### config.mk
export PLATFORM = sky130hd
export DESIGN_NAME = byte_stream_tx
export DESIGN_NICKNAME = d
export VERILOG_FILES = /design/src/rtl/byte_stream_tx.sv
export SDC_FILE = /design/constraint.sdc
export NUM_CORES = 1
export LEC_CHECK = 0
export ABC_AREA = 1
export BUFFER_PORTS_ARGS = -buffer_cell sky130_fd_sc_hd__buf_2
export CAP_MARGIN = 20
export CORE_ASPECT_RATIO = 1.1
export CORE_MARGIN = 3
export CORE_UTILIZATION = 54
export CTS_CLUSTER_DIAMETER = 200
export DETAILED_ROUTE_END_ITERATION = 16
export MAX_ROUTING_LAYER = met4
export PLACE_DENSITY_LB_ADDON = 0.12
export SLEW_MARGIN = 10
export SYNTH_ARGS = -nofsm -noshare
export SYNTH_HDL_FRONTEND = slang
export SYNTH_SLANG_ARGS = --single-unit
### constraint.sdc
create_clock -name clk_i -period 1.7 [get_ports clk_i]
set_clock_uncertainty 0.15 [all_clocks]
set_input_delay 0.17 -clock clk_i [delete_from_list [all_inputs] [get_ports clk_i]]
set_output_delay 0.17 -clock clk_i [all_outputs]
set_load 0.01 [all_outputs]
### src/rtl/byte_stream_tx.sv
// byte_stream_tx: accepts one word of up to NBEATS_MAX beats over req/ack and sends it LSB-beat-first with valid/last/ready.
// Ports: clk_i clock; rst_ni async active-low reset; in_req_i/in_ack_o word handshake;
//   in_data_i word (beat k at k*DATA_W); in_len_i beats to send (0 or >NBEATS_MAX means NBEATS_MAX);
//   out_ready_i sink ready; valid_o/last_o/out_o beat stream; busy_o word in flight.
module byte_stream_tx #(
  parameter int DATA_W     = 8,
  parameter int NBEATS_MAX = 4,
  parameter int CNT_W      = 3
) (
  input  logic                         clk_i,
  input  logic                         rst_ni,
  input  logic                         in_req_i,
  output logic                         in_ack_o,
  input  logic [DATA_W*NBEATS_MAX-1:0] in_data_i,
  input  logic [CNT_W-1:0]             in_len_i,
  input  logic                         out_ready_i,
  output logic                         valid_o,
  output logic                         last_o,
  output logic [DATA_W-1:0]            out_o,
  output logic                         busy_o
);
  localparam logic [0:0] IDLE = 1'b0;
  localparam logic [0:0] SEND = 1'b1;
  localparam logic [CNT_W-1:0] MAX_LEN = CNT_W'(NBEATS_MAX);
  localparam int WORD_W = DATA_W * NBEATS_MAX;
  logic [0:0]        state_q, state_d;
  logic              valid_q, valid_d, last_q, last_d;
  logic [DATA_W-1:0] out_q, out_d;
  logic [CNT_W-1:0]  cnt_q, cnt_d, len_q, len_d, len_c, cnt_n;
  logic [WORD_W-1:0] word_q, word_d;
  logic              accept, xfer, en;
  assign in_ack_o = state_q == IDLE;
  assign busy_o   = state_q == SEND;
  assign valid_o  = valid_q;
  assign last_o   = last_q;
  assign out_o    = out_q;
  assign accept   = in_req_i && in_ack_o;
  assign xfer     = valid_q && out_ready_i;
  // one enable for the whole datapath so it forms a single gating group
  assign en       = accept || xfer;
  always_comb begin
    len_c   = (in_len_i == '0 || in_len_i > MAX_LEN) ? MAX_LEN : in_len_i;
    cnt_n   = cnt_q + 1'b1;
    word_d  = accept ? in_data_i : word_q;
    len_d   = accept ? len_c : len_q;
    cnt_d   = accept ? '0 : (last_q ? cnt_q : cnt_n);
    // after the final beat out keeps its value; it is don't-care while valid is low
    out_d   = accept ? in_data_i[DATA_W-1:0] : (last_q ? out_q : DATA_W'(word_q >> (cnt_n * DATA_W)));
    last_d  = accept ? (len_c == CNT_W'(1)) : (!last_q && cnt_n == len_q - 1'b1);
    state_d = accept ? SEND : ((xfer && last_q) ? IDLE : state_q);
    valid_d = accept || (valid_q && !(xfer && last_q));
  end
  always_ff @(posedge clk_i or negedge rst_ni) begin
    if (!rst_ni) begin
      state_q <= IDLE;
      valid_q <= 1'b0;
      last_q  <= 1'b0;
      out_q   <= '0;
      cnt_q   <= '0;
      len_q   <= '0;
      word_q  <= '0;
    end else begin
      state_q <= state_d;
      valid_q <= valid_d;
      if (en) begin
        last_q <= last_d;
        out_q  <= out_d;
        cnt_q  <= cnt_d;
        len_q  <= len_d;
        word_q <= word_d;
      end
    end
  end
endmodule

# --- Word level (Yosys, flattened, before mapping) ---
# Cells that the tools add are included.
totals:
  reg_bits: 49
  input_bits: 39
  output_inout_bits: 12
  wordCells: 37
op_classes:
  n_addsub: 2
  order_cmp: 1
  n_eq_ne: 3
  shifts: 1
  muxes: 8
  bitwise: 1
  n_reduce_logical: 14
op_table:
  columns: ["operator", "n"]
  rows:
  - ["right shift 32 x 6 -> 8 bit", 1]
  - ["2-to-1 mux 8 bit", 2]
  - ["2-to-1 mux 3 bit", 3]
  - ["logical AND 1 bit", 5]
  - ["AND reduction 2 bit", 2]
  - ["adder 3 x 1 -> 3 bit, second input constant", 1]
  - ["equality test 3 x 1 -> 1 bit, second input constant", 1]
  - ["equality test 3 bit", 1]
  - ["> comparator 3 bit, second input constant", 1]
  - ["logical NOT 3 bit", 1]
  - ["logical OR 1 bit", 3]
  - ["2-to-1 mux 1 bit", 3]
  - ["subtractor 3 x 1 -> 3 bit, second input constant", 1]
  - ["logical NOT 1 bit", 2]
  - ["inequality test 2 x 1 -> 1 bit, second input constant", 1]
  - ["nonzero test 2 bit", 1]
  - ["inverter 1 bit", 1]

# --- Longest topological paths before layout ---
depth:
  depth_word: 5
  mapped_depth: 9
  mapped_depth_nobuf: 9

# --- Worst setup path after synthesis ---
# OpenSTA, ideal clock, no wires.
synth_path:
  path_type: "register to register"
  start: "register cnt_q[0]"
  end: "register out_q[3], in the netlist out_o[3]"
  setup_time_ns: 0.122
  arrival_time_ns: 1.210
  required_time_ns: 1.428
  setup_slack_ns: 0.219
  stages_incl_launch_ff: 8
  n_path_buf: 2
  synth_period_minus_slack_ns: 1.481
  path_cell_list: "dfrtp_1 -> ha_1 -> buf_6 -> buf_4 -> o211ai_1 -> nand2_1 -> nand2_1 -> nand3_2"
synth_between:
  elab_chain_cells: 4
synth_rtl:
  columns: ["element", "line_no", "rtl"]
  rows:
  - ["start, declared", "29", "logic [CNT_W-1:0] cnt_q, cnt_d, len_q, len_d, len_c, cnt_n;"]
  - ["start signal, assigned", "68", "cnt_q <= cnt_d;"]
  - ["adder 3 x 1 -> 3 bit", "43", "cnt_n = cnt_q + 1'b1;"]
  - ["right shift 32 x 6 -> 8 bit", "48", "out_d = accept ? in_data_i[DATA_W-1:0] : (last_q ? out_q : DATA_W'(word_q >> (cnt_n * DATA_W)));"]
  - ["2-to-1 mux 8 bit (2 in a row)", "48", null]
  - ["end signal, assigned", "67", "out_q <= out_d;"]
  - ["end, declared", "28", "logic [DATA_W-1:0] out_q, out_d;"]
# Every way passes these cells. The select of a mux whose other input is x is not followed.
# A chain may end at the register's enable or synchronous reset.

# --- Final worst setup path ---
layout_path:
  start: "register cnt_q[0]"
  end: "register out_q[7], in the netlist out_o[7]"
# Same word-level chain as after synthesis.

==> reports/results.ini <==
[floorplan]
die_w_um = 69.4
fp.dieH_um = 75.8
start_util = 0.581
core_um2 = 4110
rows = 24
pin_count = 51
die_area_um2 = 5260

[routing]
drtPass1Iterations = 5
drt_wl_total_mm = 5.30
wl_met1_mm = 2.51
detail_route.wl_per_cell_um = 12.3
vias_per_cell = 4.85
wl_met2_mm = 2.46
route.detailed.drc = 0
vias = 2084
top_layer_used = met4
ant_nets = 0
first_iter_violations = 162
dr_wl_met3_um = 258

[critical_path]
path_class = flop to flop
cpMostUsedCell = nand2_1
crit_end = out_o[7]
critical-path-max-stage-delay_ns = 0.39
path_cells = ha_1, buf_4, a21oi_1, o21ai_0, nand2_1, nand2_1, nand3_1
slowest_stage = dfrtp_1
startpoint = cnt_q[0]
cp-start-kind = flop
end_kind = flop
required_ns = 1.79
reg2reg_depth = 7
cp_max_fo = 16
worstReg2RegEnd = out_o[7]
reg2reg_from = cnt_q[0]
reg2reg_setup_slack_ns = 0.17
arrival_ns = 1.62

[logic_synthesis]
syn_inst = 294
yosysTopAreaCell = dfrtp_1
ys_seq_area_frac = 0.513
avgSynthCellArea_um2 = 8.13
synth_area_leaders = dfrtp_1, nand2_1, o21ai_0, inv_1, o211ai_1
yosysWarnings = 0
syn_area_um2 = 2390
synth_seq_cells = 49
yosysTopAreaCellShare = 0.513
synth.distinct_cells = 24
syn_nets = 336

[clock_tree]
clock_latency_ns = 0.30
cts-resized-gates = 0
path_clk_slew_ns = 0.09
cts_hold_buf = 34
clockBufferDepth = 2
htree_num_levels = 2
cts-root-buf = clkbuf_8
cts_buffers = 5
clock_sinks = 49
cts_tree = built
postCtsSetupBuffers = 0

[timing]
hold_viol = 0
worst_pin_slew_ns = 0.440
fin_crit_sh = 0.902
period_needed_ns = 1.53
rsz0062_at_grt = false
fmax_mhz = 652
setup_ws_ns = 0.167
holdWs_ns = 0.0918
slew_headroom = 0.707
setup-tns-final_ns = 0
setup_viol = 0
finalMaxSlewViolations = 0

[pwr]
total_power_uw = 4930
switching_share = 0.414
intPower_uw = 2890
ir_drop_mv = 0.899
powerDensity_nw_per_um2 = 1610
p_sw_uw = 2040
leakage_uw = 0.00163
clockPowerShare = 0.133
power_frac_seq = 0.405
comb_power_share = 0.462

[cells_and_area]
area_delta_synth_final_pct = 28.3
utilization = 0.745
drive_gt1_frac = 0.196
fin_nets = 419
antennaDiodeCount = 0

[flow_run]
max_cap_violations = 0

[global_route]
grt_max_degree = 36
grt_pass1_wl_mm = 9.34
grt_util_all_layers = 0.236
grt_antenna_before_repair = 0
grt_pass1_vias = 1992
overflow = 0

[placed_design]
dp_hpwl_mm = 3.55
numPortBuffers = 50
routabilityCongestion = 0.814
place_ws_ns = 0.170

[min_path]
worstHoldStart = in_len_i[0]
hold_path_class = input port to flop

[outcome]
status = completed

## cell usage in the layout, fill, tap and decap left out, types with 2 or more instances in the layout
cell             n
a21oi_1          8
a21oi_2          2
buf_2           50
buf_4            6
clkbuf_8         5
clkinv_2         2
dfrtp_1         49
dlygate4sd3_1   34
ha_1             3
inv_1           30
nand2_1        126
nand3_1          7
nand3_2          2
nor2_1           4
o211ai_1         8
o21ai_0         27
o21ai_1          5
## flip-flops by register name, summed over array words and instances (netlist names)
register	flops
len_q	3
busy_o	1
last_o	1
valid_o	1
cnt_q	3
out_o	8
word_q	32
## layout make-up
type	instances	area, um2
sequential	49	1230
fill	319	1050
multi-input combinational	199	935
timing repair buffer	90	636
inverter	32	123
clock buffer	6	72.6
tap	52	65.1
clock inverter	2	10.0
## through the flow
step | area [um2] | cells
6_report | 3070 | 430
2_1_floorplan | 2390 | 294
4_1_cts | 3070 | 430
5_1_grt | 3070 | 430
3_3_place_gp | 2640 | 388
3_5_place_dp | 2640 | 388
## kinds of logic after synthesis
group / Yosys count / synth area share
compound gates: 51 / 0.123
xor+xnor: 1 / 0.00367
fa+ha+maj: 3 / 0.0157
buf+inv: 46 / 0.0958
flops: 49 / 0.513
simple gates: 144 / 0.249
## cell usage after synthesis (all sizes together)
cell type    n
a21oi       11
buf         14
dfrtp       49
ha           3
inv         32
nand2      128
nand3        9
nand3b       1
nor2         5
o211ai       8
o21ai       32
or2          1
xor2         1
## power by group through the flow
| stage | combinational (uW) | clock [uW] | sequential (uW) |
|---|---|---|---|
| 5_1_grt | 2660 | 726 | 2070 |
| 3_5_place_dp | 2220 | 0 | 2020 |
| 3_3_place_gp | 2160 | 0 | 2000 |
| 4_1_cts | 2290 | 681 | 1990 |
| 2_1_floorplan | 1750 | 0 | 2000 |
| 6_report | 2280 | 655 | 2000 |
## worst max-delay path, delay by kind of cell (launching register included)
kind | cells | cell delay [ns]
buffers and inverters | 1 | 0.20
flip-flops | 1 | 0.39
AO/OA/AOI/OAI | 2 | 0.21
AND/OR/NAND/NOR | 3 | 0.19
adder cells (fa/ha/maj) | 1 | 0.32
## worst min path at each step
stage                      endpoint  depth (start not counted)
final                      len_q[0]                          5
after global routing         busy_o                          4
after CTS                  len_q[0]                          5
after detailed placement  word_q[5]                          1
after global placement    word_q[5]                          1
after floorplan              busy_o                          0
## metal layers
metal / up-vias / global-route usage
li1: 1079 / -
met1: 943 / 0.310
met2: 56 / 0.372
met3: 6 / 0.0383
met4: 0 / 0.0976
met5: - / -
Note: power is estimated with default switching activity, not from simulation.
